**src/rtl/writeback_arbiter_pkg.sv**
```systemverilog
// Shared types for the register-file writeback front end: source encoding and FIFO entry layout.
package writeback_arbiter_pkg;

    localparam int unsigned WB_DATA_W = 32;
    localparam int unsigned WB_ADDR_W = 4;

    typedef enum logic {
        SRC_ALU = 1'b0,
        SRC_MEM = 1'b1
    } src_e;

    typedef struct packed {
        logic [WB_ADDR_W-1:0] addr;
        logic [WB_DATA_W-1:0] data;
    } wb_entry_t;

    localparam int unsigned ENTRY_W = $bits(wb_entry_t);

endpackage

```
**src/rtl/writeback_arbiter_wb_fifo.sv**
```systemverilog
// In-order DEPTH-entry FIFO for writeback entries; head reads as zero when empty.
module wb_fifo
    import writeback_arbiter_pkg::*;
#(
    parameter int unsigned DEPTH = 4
) (
    input  logic                         clk,
    input  logic                         rst_n,
    input  logic                         push,
    input  logic                         pop,
    input  logic [ENTRY_W-1:0]           wr_entry,
    output logic [ENTRY_W-1:0]           rd_entry,
    output logic                         full,
    output logic                         empty,
    output logic [$clog2(DEPTH+1)-1:0]   count
);

    localparam int unsigned PTR_W = (DEPTH > 1) ? $clog2(DEPTH) : 1;
    localparam int unsigned CNT_W = $clog2(DEPTH + 1);

    logic [ENTRY_W-1:0] mem [DEPTH];
    logic [PTR_W-1:0]   wr_ptr;
    logic [PTR_W-1:0]   rd_ptr;
    logic               do_push;
    logic               do_pop;

    assign full     = (count == CNT_W'(DEPTH));
    assign empty    = (count == '0);
    assign do_push  = push && !full;
    assign do_pop   = pop && !empty;
    assign rd_entry = empty ? '0 : mem[rd_ptr];

    // Pointers wrap naturally because DEPTH is a power of two.
    always_ff @(posedge clk or negedge rst_n) begin
        if (!rst_n) begin
            wr_ptr <= '0;
            rd_ptr <= '0;
            count  <= '0;
        end else begin
            if (do_push) begin
                wr_ptr <= wr_ptr + PTR_W'(1);
            end
            if (do_pop) begin
                rd_ptr <= rd_ptr + PTR_W'(1);
            end
            case ({do_push, do_pop})
                2'b10:   count <= count + CNT_W'(1);
                2'b01:   count <= count - CNT_W'(1);
                default: count <= count;
            endcase
        end
    end

    always_ff @(posedge clk) begin
        if (do_push) begin
            mem[wr_ptr] <= wr_entry;
        end
    end

endmodule

```
**src/rtl/writeback_arbiter.sv**
```systemverilog
// Round-robin ALU/load writeback arbiter feeding an in-order FIFO that drains onto the register file port.
// Define WRITEBACK_SCOREBOARD_EN to build the per-register pending-write counters behind reg_busy.
module writeback_arbiter
    import writeback_arbiter_pkg::*;
#(
    parameter int unsigned DEPTH  = 4,
    parameter int unsigned DATA_W = WB_DATA_W,
    parameter int unsigned ADDR_W = WB_ADDR_W
) (
    input  logic                         clk,
    input  logic                         reset_n,
    input  logic                         alu_valid,
    output logic                         alu_ready,
    input  logic [ADDR_W-1:0]            alu_addr,
    input  logic [DATA_W-1:0]            alu_data,
    input  logic                         mem_valid,
    output logic                         mem_ready,
    input  logic [ADDR_W-1:0]            mem_addr,
    input  logic [DATA_W-1:0]            mem_data,
    input  logic                         wb_stall,
    output logic [DATA_W-1:0]            port_c,
    output logic [ADDR_W-1:0]            decoder_control,
    output logic                         load_enable,
    output logic [(1 << ADDR_W)-1:0]     reg_busy,
    output logic [$clog2(DEPTH+1)-1:0]   fifo_count
);

    src_e      last_grant;
    src_e      grant;
    wb_entry_t push_entry;
    wb_entry_t head_entry;
    logic      fifo_full;
    logic      fifo_empty;
    logic      push;
    logic      pop;

    // A lone requester always wins; a tie goes to whichever source was not granted last.
    always_comb begin
        grant = SRC_ALU;
        if (alu_valid && !mem_valid) begin
            grant = SRC_ALU;
        end else if (mem_valid && !alu_valid) begin
            grant = SRC_MEM;
        end else begin
            grant = (last_grant == SRC_ALU) ? SRC_MEM : SRC_ALU;
        end
    end

    assign alu_ready = reset_n && !fifo_full && (grant == SRC_ALU);
    assign mem_ready = reset_n && !fifo_full && (grant == SRC_MEM);
    assign push      = (alu_valid && alu_ready) || (mem_valid && mem_ready);
    assign pop       = !fifo_empty && !wb_stall;

    always_comb begin
        push_entry = '0;
        if (grant == SRC_MEM) begin
            push_entry.addr = WB_ADDR_W'(mem_addr);
            push_entry.data = WB_DATA_W'(mem_data);
        end else begin
            push_entry.addr = WB_ADDR_W'(alu_addr);
            push_entry.data = WB_DATA_W'(alu_data);
        end
    end

    always_ff @(posedge clk or negedge reset_n) begin
        if (!reset_n) begin
            last_grant <= SRC_MEM;
        end else if (push) begin
            last_grant <= grant;
        end
    end

    wb_fifo #(
        .DEPTH (DEPTH)
    ) u_fifo (
        .clk      (clk),
        .rst_n    (reset_n),
        .push     (push),
        .pop      (pop),
        .wr_entry (push_entry),
        .rd_entry (head_entry),
        .full     (fifo_full),
        .empty    (fifo_empty),
        .count    (fifo_count)
    );

    // The register file captures on the same edge that pops the head.
    assign load_enable     = pop;
    assign port_c          = DATA_W'(head_entry.data);
    assign decoder_control = ADDR_W'(head_entry.addr);

`ifdef WRITEBACK_SCOREBOARD_EN
    localparam int unsigned NREG  = 1 << ADDR_W;
    localparam int unsigned CNT_W = $clog2(DEPTH + 1);

    logic [CNT_W-1:0] busy_cnt [NREG];
    logic [NREG-1:0]  inc_vec;
    logic [NREG-1:0]  dec_vec;

    always_comb begin
        inc_vec = '0;
        dec_vec = '0;
        for (int unsigned r = 0; r < NREG; r++) begin
            inc_vec[r] = push && (push_entry.addr == WB_ADDR_W'(r));
            dec_vec[r] = pop && (head_entry.addr == WB_ADDR_W'(r));
        end
    end

    // Simultaneous push and pop to the same register leave its count unchanged.
    always_ff @(posedge clk or negedge reset_n) begin
        if (!reset_n) begin
            for (int unsigned r = 0; r < NREG; r++) begin
                busy_cnt[r] <= '0;
            end
        end else begin
            for (int unsigned r = 0; r < NREG; r++) begin
                if (inc_vec[r] && !dec_vec[r]) begin
                    busy_cnt[r] <= busy_cnt[r] + CNT_W'(1);
                end else if (dec_vec[r] && !inc_vec[r]) begin
                    busy_cnt[r] <= busy_cnt[r] - CNT_W'(1);
                end
            end
        end
    end

    always_comb begin
        reg_busy = '0;
        for (int unsigned r = 0; r < NREG; r++) begin
            reg_busy[r] = (busy_cnt[r] != '0);
        end
    end
`else
    assign reg_busy = '0;
`endif

endmodule

```
**config.mk**
```make
export PLATFORM = sky130hd
export DESIGN_NAME = writeback_arbiter
export DESIGN_NICKNAME = d
export VERILOG_FILES = /design/src/rtl/writeback_arbiter_pkg.sv /design/src/rtl/writeback_arbiter_wb_fifo.sv /design/src/rtl/writeback_arbiter.sv
export SDC_FILE = /design/constraint.sdc
export NUM_CORES = 1
export LEC_CHECK = 0
export CORE_MARGIN = 3
export CORE_UTILIZATION = 40
export DETAILED_ROUTE_END_ITERATION = 10
export SLEW_MARGIN = 10
export SYNTH_ARGS = -nofsm -noshare
export SYNTH_HDL_FRONTEND = slang
export SYNTH_SLANG_ARGS = --single-unit
```
**constraint.sdc**
```tcl
create_clock -name clk -period 2.6 [get_ports clk]
set_clock_uncertainty 0.05 [all_clocks]
set_input_delay 0.52 -clock clk [delete_from_list [all_inputs] [get_ports clk]]
set_output_delay 0.52 -clock clk [all_outputs]
set_load 0.03 [all_outputs]
```
## Word level (Yosys, flattened, before mapping)

Memory sizes are Yosys's and may differ from the RTL's.
Cells that the tools add are included.

| storage, ports and cells | value |
|---|---|
| bits in registers | 8 |
| word-level logic and storage cells | 39 |
| input bits | 77 |
| memory bits (writable) | 144 |
| memories | 1 |

| operators by class | value |
|---|---|
| $add $sub $neg | 4 |
| bitwise gates (word level) | 1 |
| multiplexer cells | 8 |
| equality and inequality tests | 3 |
| reduce and logical (&&, ||, !) cells | 18 |

Memory list:

| name | depth | bits a word | rd ports | clocked after Yosys merged registers in | write ports | RTL line | RTL |
|---|---|---|---|---|---|---|---|
| u_fifo.mem | 4 | 36 | 1 | 0 | 1 | writeback_arbiter_wb_fifo.sv:21 | `logic [ENTRY_W-1:0] mem [DEPTH];` |

Operator list:

| kind | number |
|---|---|
| 36-bit two-way mux | 2 |
| 1-bit logical AND | 10 |
| 3-bit one-hot mux with 2 select lines | 1 |
| 1-bit logical NOT | 5 |
| 1-bit two-way mux | 5 |
| 2-bit by 1-bit adder with 2-bit output (second input constant) | 2 |
| 3-bit by 1-bit adder with 3-bit output (second input constant) | 1 |
| 3-bit == test (second input constant) | 1 |
| 3-bit logical NOT | 1 |
| 3-bit by 1-bit subtractor with 3-bit output (second input constant) | 1 |
| 2-bit by 1-bit == test with 1-bit output (second input constant) | 1 |
| 2-bit == test (second input constant) | 1 |
| 2-bit nonzero test | 1 |
| 1-bit logical OR | 1 |
| 1-bit NOT | 1 |

## Depth between registers and ports, before layout

| depth | value |
|---|---|
| depth in word-level cells | 11 |
| gate-level depth with buffers | 9 |
| gate-level depth less buffers | 9 |

## By module

A second synthesis with hierarchy kept.

| unflattened totals | value |
|---|---|
| cells, all modules | 336 |
| area, all modules | 6,598.8 um^2 |

By module, submodules not included:

| module | area each (um^2) | instances | cells an instance | sequential area each (um^2) |
|---|---|---|---|---|
| wb_fifo | 5,851.9 | 1 | 266 | 4,499.3 |
| writeback_arbiter | 747.0 | 1 | 70 | 26.3 |

## Least setup slack after synthesis

OpenSTA, ideal clock, no wires.

| path | value |
|---|---|
| kind | register to register |
| start point | register u_fifo.count[0] |
| end point | register u_fifo.count[2] |
| arrival time | 2.426 ns |
| cell stages (with the launch flop) | 10 |
| buffers on the path | 1 |
| library setup time | 0.080 ns |
| path slack | 0.043 ns |
| required time | 2.470 ns |
| path through | dfrtp_1 > nor3_1 > buf_4 > nor2_1 > ha_1 > inv_1 > fa_1 > xor2_1 > nor2_1 > xor2_1 |

| on the way | value |
|---|---|
| elaborated cells on any way between the ends | 19 |
| those cells by class | add/sub: 2; eq/ne: 3; mux: 1; reduce/logical: 13 |

RTL lines:

| item | RTL line | RTL |
|---|---|---|
| from (decl) | writeback_arbiter_wb_fifo.sv:15 | `output logic [$clog2(DEPTH+1)-1:0] count` |
| from (signal assigned) | writeback_arbiter_wb_fifo.sv:47 | `2'b10: count <= count + CNT_W'(1);` |
| from (signal assigned) | writeback_arbiter_wb_fifo.sv:48 | `2'b01: count <= count - CNT_W'(1);` |
| from (signal assigned) | writeback_arbiter_wb_fifo.sv:49 | `default: count <= count;` |
| 3-bit logical NOT * | writeback_arbiter_wb_fifo.sv:28 | `assign empty = (count == '0);` |
| 1-bit logical NOT * | writeback_arbiter.sv:52 | `assign pop = !fifo_empty && !wb_stall;` |
| 1-bit logical AND * | writeback_arbiter.sv:52 |  |
| net load_enable | writeback_arbiter.sv:23 | `output logic load_enable,` |
| 1-bit logical AND * | writeback_arbiter_wb_fifo.sv:30 | `assign do_pop = pop && !empty;` |
| 2-bit by 1-bit == test with 1-bit output or 2-bit == test (tied branches) | writeback_arbiter_wb_fifo.sv:46 | `case ({do_push, do_pop})` |
| 3-bit one-hot mux with 2 select lines or 2-bit nonzero test (tied branches) | -- |  |

Mark *: on every way through the listed nets, which the timed path passes. The rest lies on a longest branch.
A chain may end at the register's enable or synchronous reset.

## Worst setup path after layout

| path | value |
|---|---|
| start point | register u_fifo.rd_ptr[0] |
| end point | output port decoder_control[3] |

| on the way | value |
|---|---|
| word-level cells in the longest chain between the ends | 2 |

RTL lines:

| item | RTL line | RTL |
|---|---|---|
| from (decl) | writeback_arbiter_wb_fifo.sv:23 | `logic [PTR_W-1:0] rd_ptr;` |
| from (signal assigned) | writeback_arbiter_wb_fifo.sv:44 | `rd_ptr <= rd_ptr + PTR_W'(1);` |
| memory read 4 x 36 bit | -- |  |
| 36-bit two-way mux | writeback_arbiter_wb_fifo.sv:31 | `assign rd_entry = empty ? '0 : mem[rd_ptr];` |
| to (decl) | writeback_arbiter.sv:22 | `output logic [ADDR_W-1:0] decoder_control,` |

Every way passes these cells.

==> impl_metrics.env <==
export IMPL_peakVddDrop_uv=626.7
export IMPL_clkLatencyLatePin_ps=420
export IMPL_avgSynthCellArea_um2=19.66
export IMPL_cp_max_fo=11
export IMPL_syn_area_um2=6509
export IMPL_ys_seq_area_frac=0.6953
export IMPL_post_dp_cell_area_um2=8120
export IMPL_p_clk_frac=0.243
export IMPL_stdcell_area_um2=8783
export IMPL_switchingPower_uw=3481
export IMPL_min_period_ps=2617
export IMPL_path_class="reg2out"
export IMPL_num_antenna_cells=0
export IMPL_syn2layout_area_growth_pct=34.95
export IMPL_slew_violations=0
export IMPL_power_frac_seq=0.330
export IMPL_fmax_mhz=382.1
export IMPL_leakage_uw=0.003084
export IMPL_yosys_warnings=0
export IMPL_grt_max_degree=26
export IMPL_finalSetupTns_ps=-19.45
export IMPL_finalSetupViolCount=2
export IMPL_numPortBuffers=118
export IMPL_drt_wl_total_um=12840
export IMPL_grt_pass1_wl_um=20240
export IMPL_routabilityCongestion=0.7064
export IMPL_synthCells=331
export IMPL_finalPower_uw=10420
export IMPL_min_delay_path_class="in2async"
export IMPL_finalNonFillerCells=710
export IMPL_cts_buffer_depth=2
export IMPL_rsz0062_at_grt="true"
export IMPL_critical_path_buf_inv_count=2
export IMPL_vias_per_cell=4.783
export IMPL_grtUsageTotal=0.1529
export IMPL_hold_viol=0
export IMPL_required_ps=2030
export IMPL_comb_power_share=0.427
export IMPL_cts_buffers=17
export IMPL_num_rows=46
export IMPL_grt_pass1_vias=3693
export IMPL_slowest_delay_ps=510
export IMPL_worstPathCellList="buf_12, mux4_2, nor2b_1, clkdlybuf4s15_2"
export IMPL_synth_top_area_cell="edfxtp_1"
export IMPL_ioPinCount=135
export IMPL_htreeDepth=4
export IMPL_hpwl_um=8371
export IMPL_die_area_um2=17840
export IMPL_final_nets=564
export IMPL_drive_gt1_frac=0.3704
export IMPL_finalCritPeriodShare=1.007
export IMPL_p_per_area_nw_per_um2=1186
export IMPL_core_um2=15890
export IMPL_p_sw_frac=0.3342
export IMPL_netlist_top_cells_area="edfxtp_1 (66%), mux4_2 (12%), mux2_2 (6.2%), nor2b_1 (3.4%), dfrtp_1 (2.7%)"
export IMPL_yosysUniqueCellTypes=29
export IMPL_synth_top_area_frac=0.6644
export IMPL_end_kind="output pin"
export IMPL_post_drt_wl_per_cell_um=18.09
export IMPL_maxCapViolations=0
export IMPL_final_cell_mix="edfxtp_1 (144), clkdlybuf4s50_1 (79), mux4_2 (36), mux2_2 (36), nor2b_1 (33)"
export IMPL_ys_ff_latch=152
export IMPL_num_vias=3396
export IMPL_fin_util=0.5529
export IMPL_numClockSinks=152
export IMPL_worst_slack_ps=-17.41
export IMPL_cp_start_kind="flop"
export IMPL_grt_overflow=0
export IMPL_failed_checks="setup timing"
export IMPL_dp_cells=674
export IMPL_outcome="finished with violations"
export IMPL_clkTransAtPathRegs_ps=60
export IMPL_die_w_um=133.6
export IMPL_fp_dieH_um=133.6
export IMPL_layout_commonest_cell="edfxtp_1"
export IMPL_cts_tree="done"
export IMPL_start_util=0.4097
export IMPL_critPathSlowestCell="mux4_2"
export IMPL_p_int_uw=6935
export IMPL_drt_pass1_iter_count=4
export IMPL_cts_root_buffer="clkbuf_16"
export IMPL_cp_top_family="multiplexers"
export IMPL_ant_nets=0
export IMPL_arrival_ps=2050
export IMPL_cts_hold_buffers_added=0
export IMPL_drcViolationCount=0
export IMPL_antenna_found_initial=0
export IMPL_first_iter_violations=222
[layout make-up]
type	instances	area, µm²
multi-input cells	156	1803
clock buffers	19	432.9
clock inverters	13	177.7
fillers	1282	7102
well taps	216	270.3
flip-flops and latches	152	4528
repair buffers	148	1549
inverters	6	22.52
[power by group through the flow]
stage	clock network [µW]	logic [µW]	registers (µW)
2_1_floorplan	0	2830	3470
3_3_place_gp	0	4530	3450
3_5_place_dp	0	4580	3480
4_1_cts	2600	4600	3440
5_1_grt	2700	4750	3480
6_report	2530	4450	3430
[flip-flops by register name, indices dropped and copies added (netlist names)]
signal and flops:
last_grant 1, u_fifo.count 3, u_fifo.mem 144, u_fifo.rd_ptr 2, u_fifo.wr_ptr 2
[path summary, 6_finish.rpt]
| path | from | endpoint | slack [ps] | cells after the start |
|---|---|---|---|---|
| max reg2reg | u_fifo.count[0] | u_fifo.count[2] | 370 | 9 |
| max in group asynchronous | reset_n | u_fifo.rd_ptr[0] | 1880 | 2 |
| min | reset_n | last_grant | 480 | 1 |
| min reg2reg | u_fifo.count[2] | u_fifo.count[2] | 480 | 1 |
| max | u_fifo.rd_ptr[0] | decoder_control[3] | -20 | 4 |
| min in group clk | u_fifo.count[2] | u_fifo.count[2] | 480 | 1 |
[cell usage after synthesis, drive strengths merged]
cell	n
buf	29
ha	5
mux4	36
o21ai	1
inv	6
nor3	1
edfxtp	144
nor2b	35
clkbuf	3
dfrtp	7
mux2i	1
nor2	3
o211a	1
conb	1
or3b	1
nor3b	1
fa	1
mux2	37
dfstp	1
a31oi	2
nand2	1
and2b	2
xor2	4
and2	6
xnor2	2
[worst register-to-register path: stages (launching register included)]
cell,delay [ps]
dfrtp_1,440
or3b_1,440
o211a_2,170
inv_1,60
ha_1,170
inv_1,60
fa_1,370
xor2_1,150
nor2_1,110
xor2_1,140
[cells by family (layout without fill, tap and decap cells)]
family | Yosys count | in the layout | synth area share
adders and majority gates | 6 | 6 | 0.01269
other | 1 | 16 | 0.0005761
buffers and inverters | 38 | 186 | 0.04114
muxes | 74 | 74 | 0.1907
DFF | 152 | 152 | 0.6953
and+or+nand+nor | 50 | 50 | 0.04729
AOI/OAI and AO/OA | 4 | 4 | 0.004228
xor gates and xnor gates | 6 | 6 | 0.008074
[routing by layer]
| metal | global-route usage | part of all wire | up-vias |
|---|---|---|---|
| met2 | 0.2556 | 0.51 | 96 |
| met5 | 0 | 0 | - |
| met4 | 0.06343 | 0.018 | 0 |
| met3 | 0.04343 | 0.049 | 17 |
| li1 | - | - | 1563 |
| met1 | 0.1881 | 0.42 | 1720 |
[through the flow]
stage / hold WS [ps] / worst slack (ps)
6_report: 476.8 / -17.41
5_1_grt: 469.3 / -87.34
3_5_place_dp: 474.6 / 95.46
3_3_place_gp: 478.4 / 97.64
4_1_cts: 459.7 / -63.73
2_1_floorplan: 174.4 / 43.28
[repair_timing]
action,in CTS,in global routing
cloned,1,0
buffers inserted,2,3
gates resized for setup,107,15
setup endpoints to repair,32,31
(Power assumes the default switching activity.)
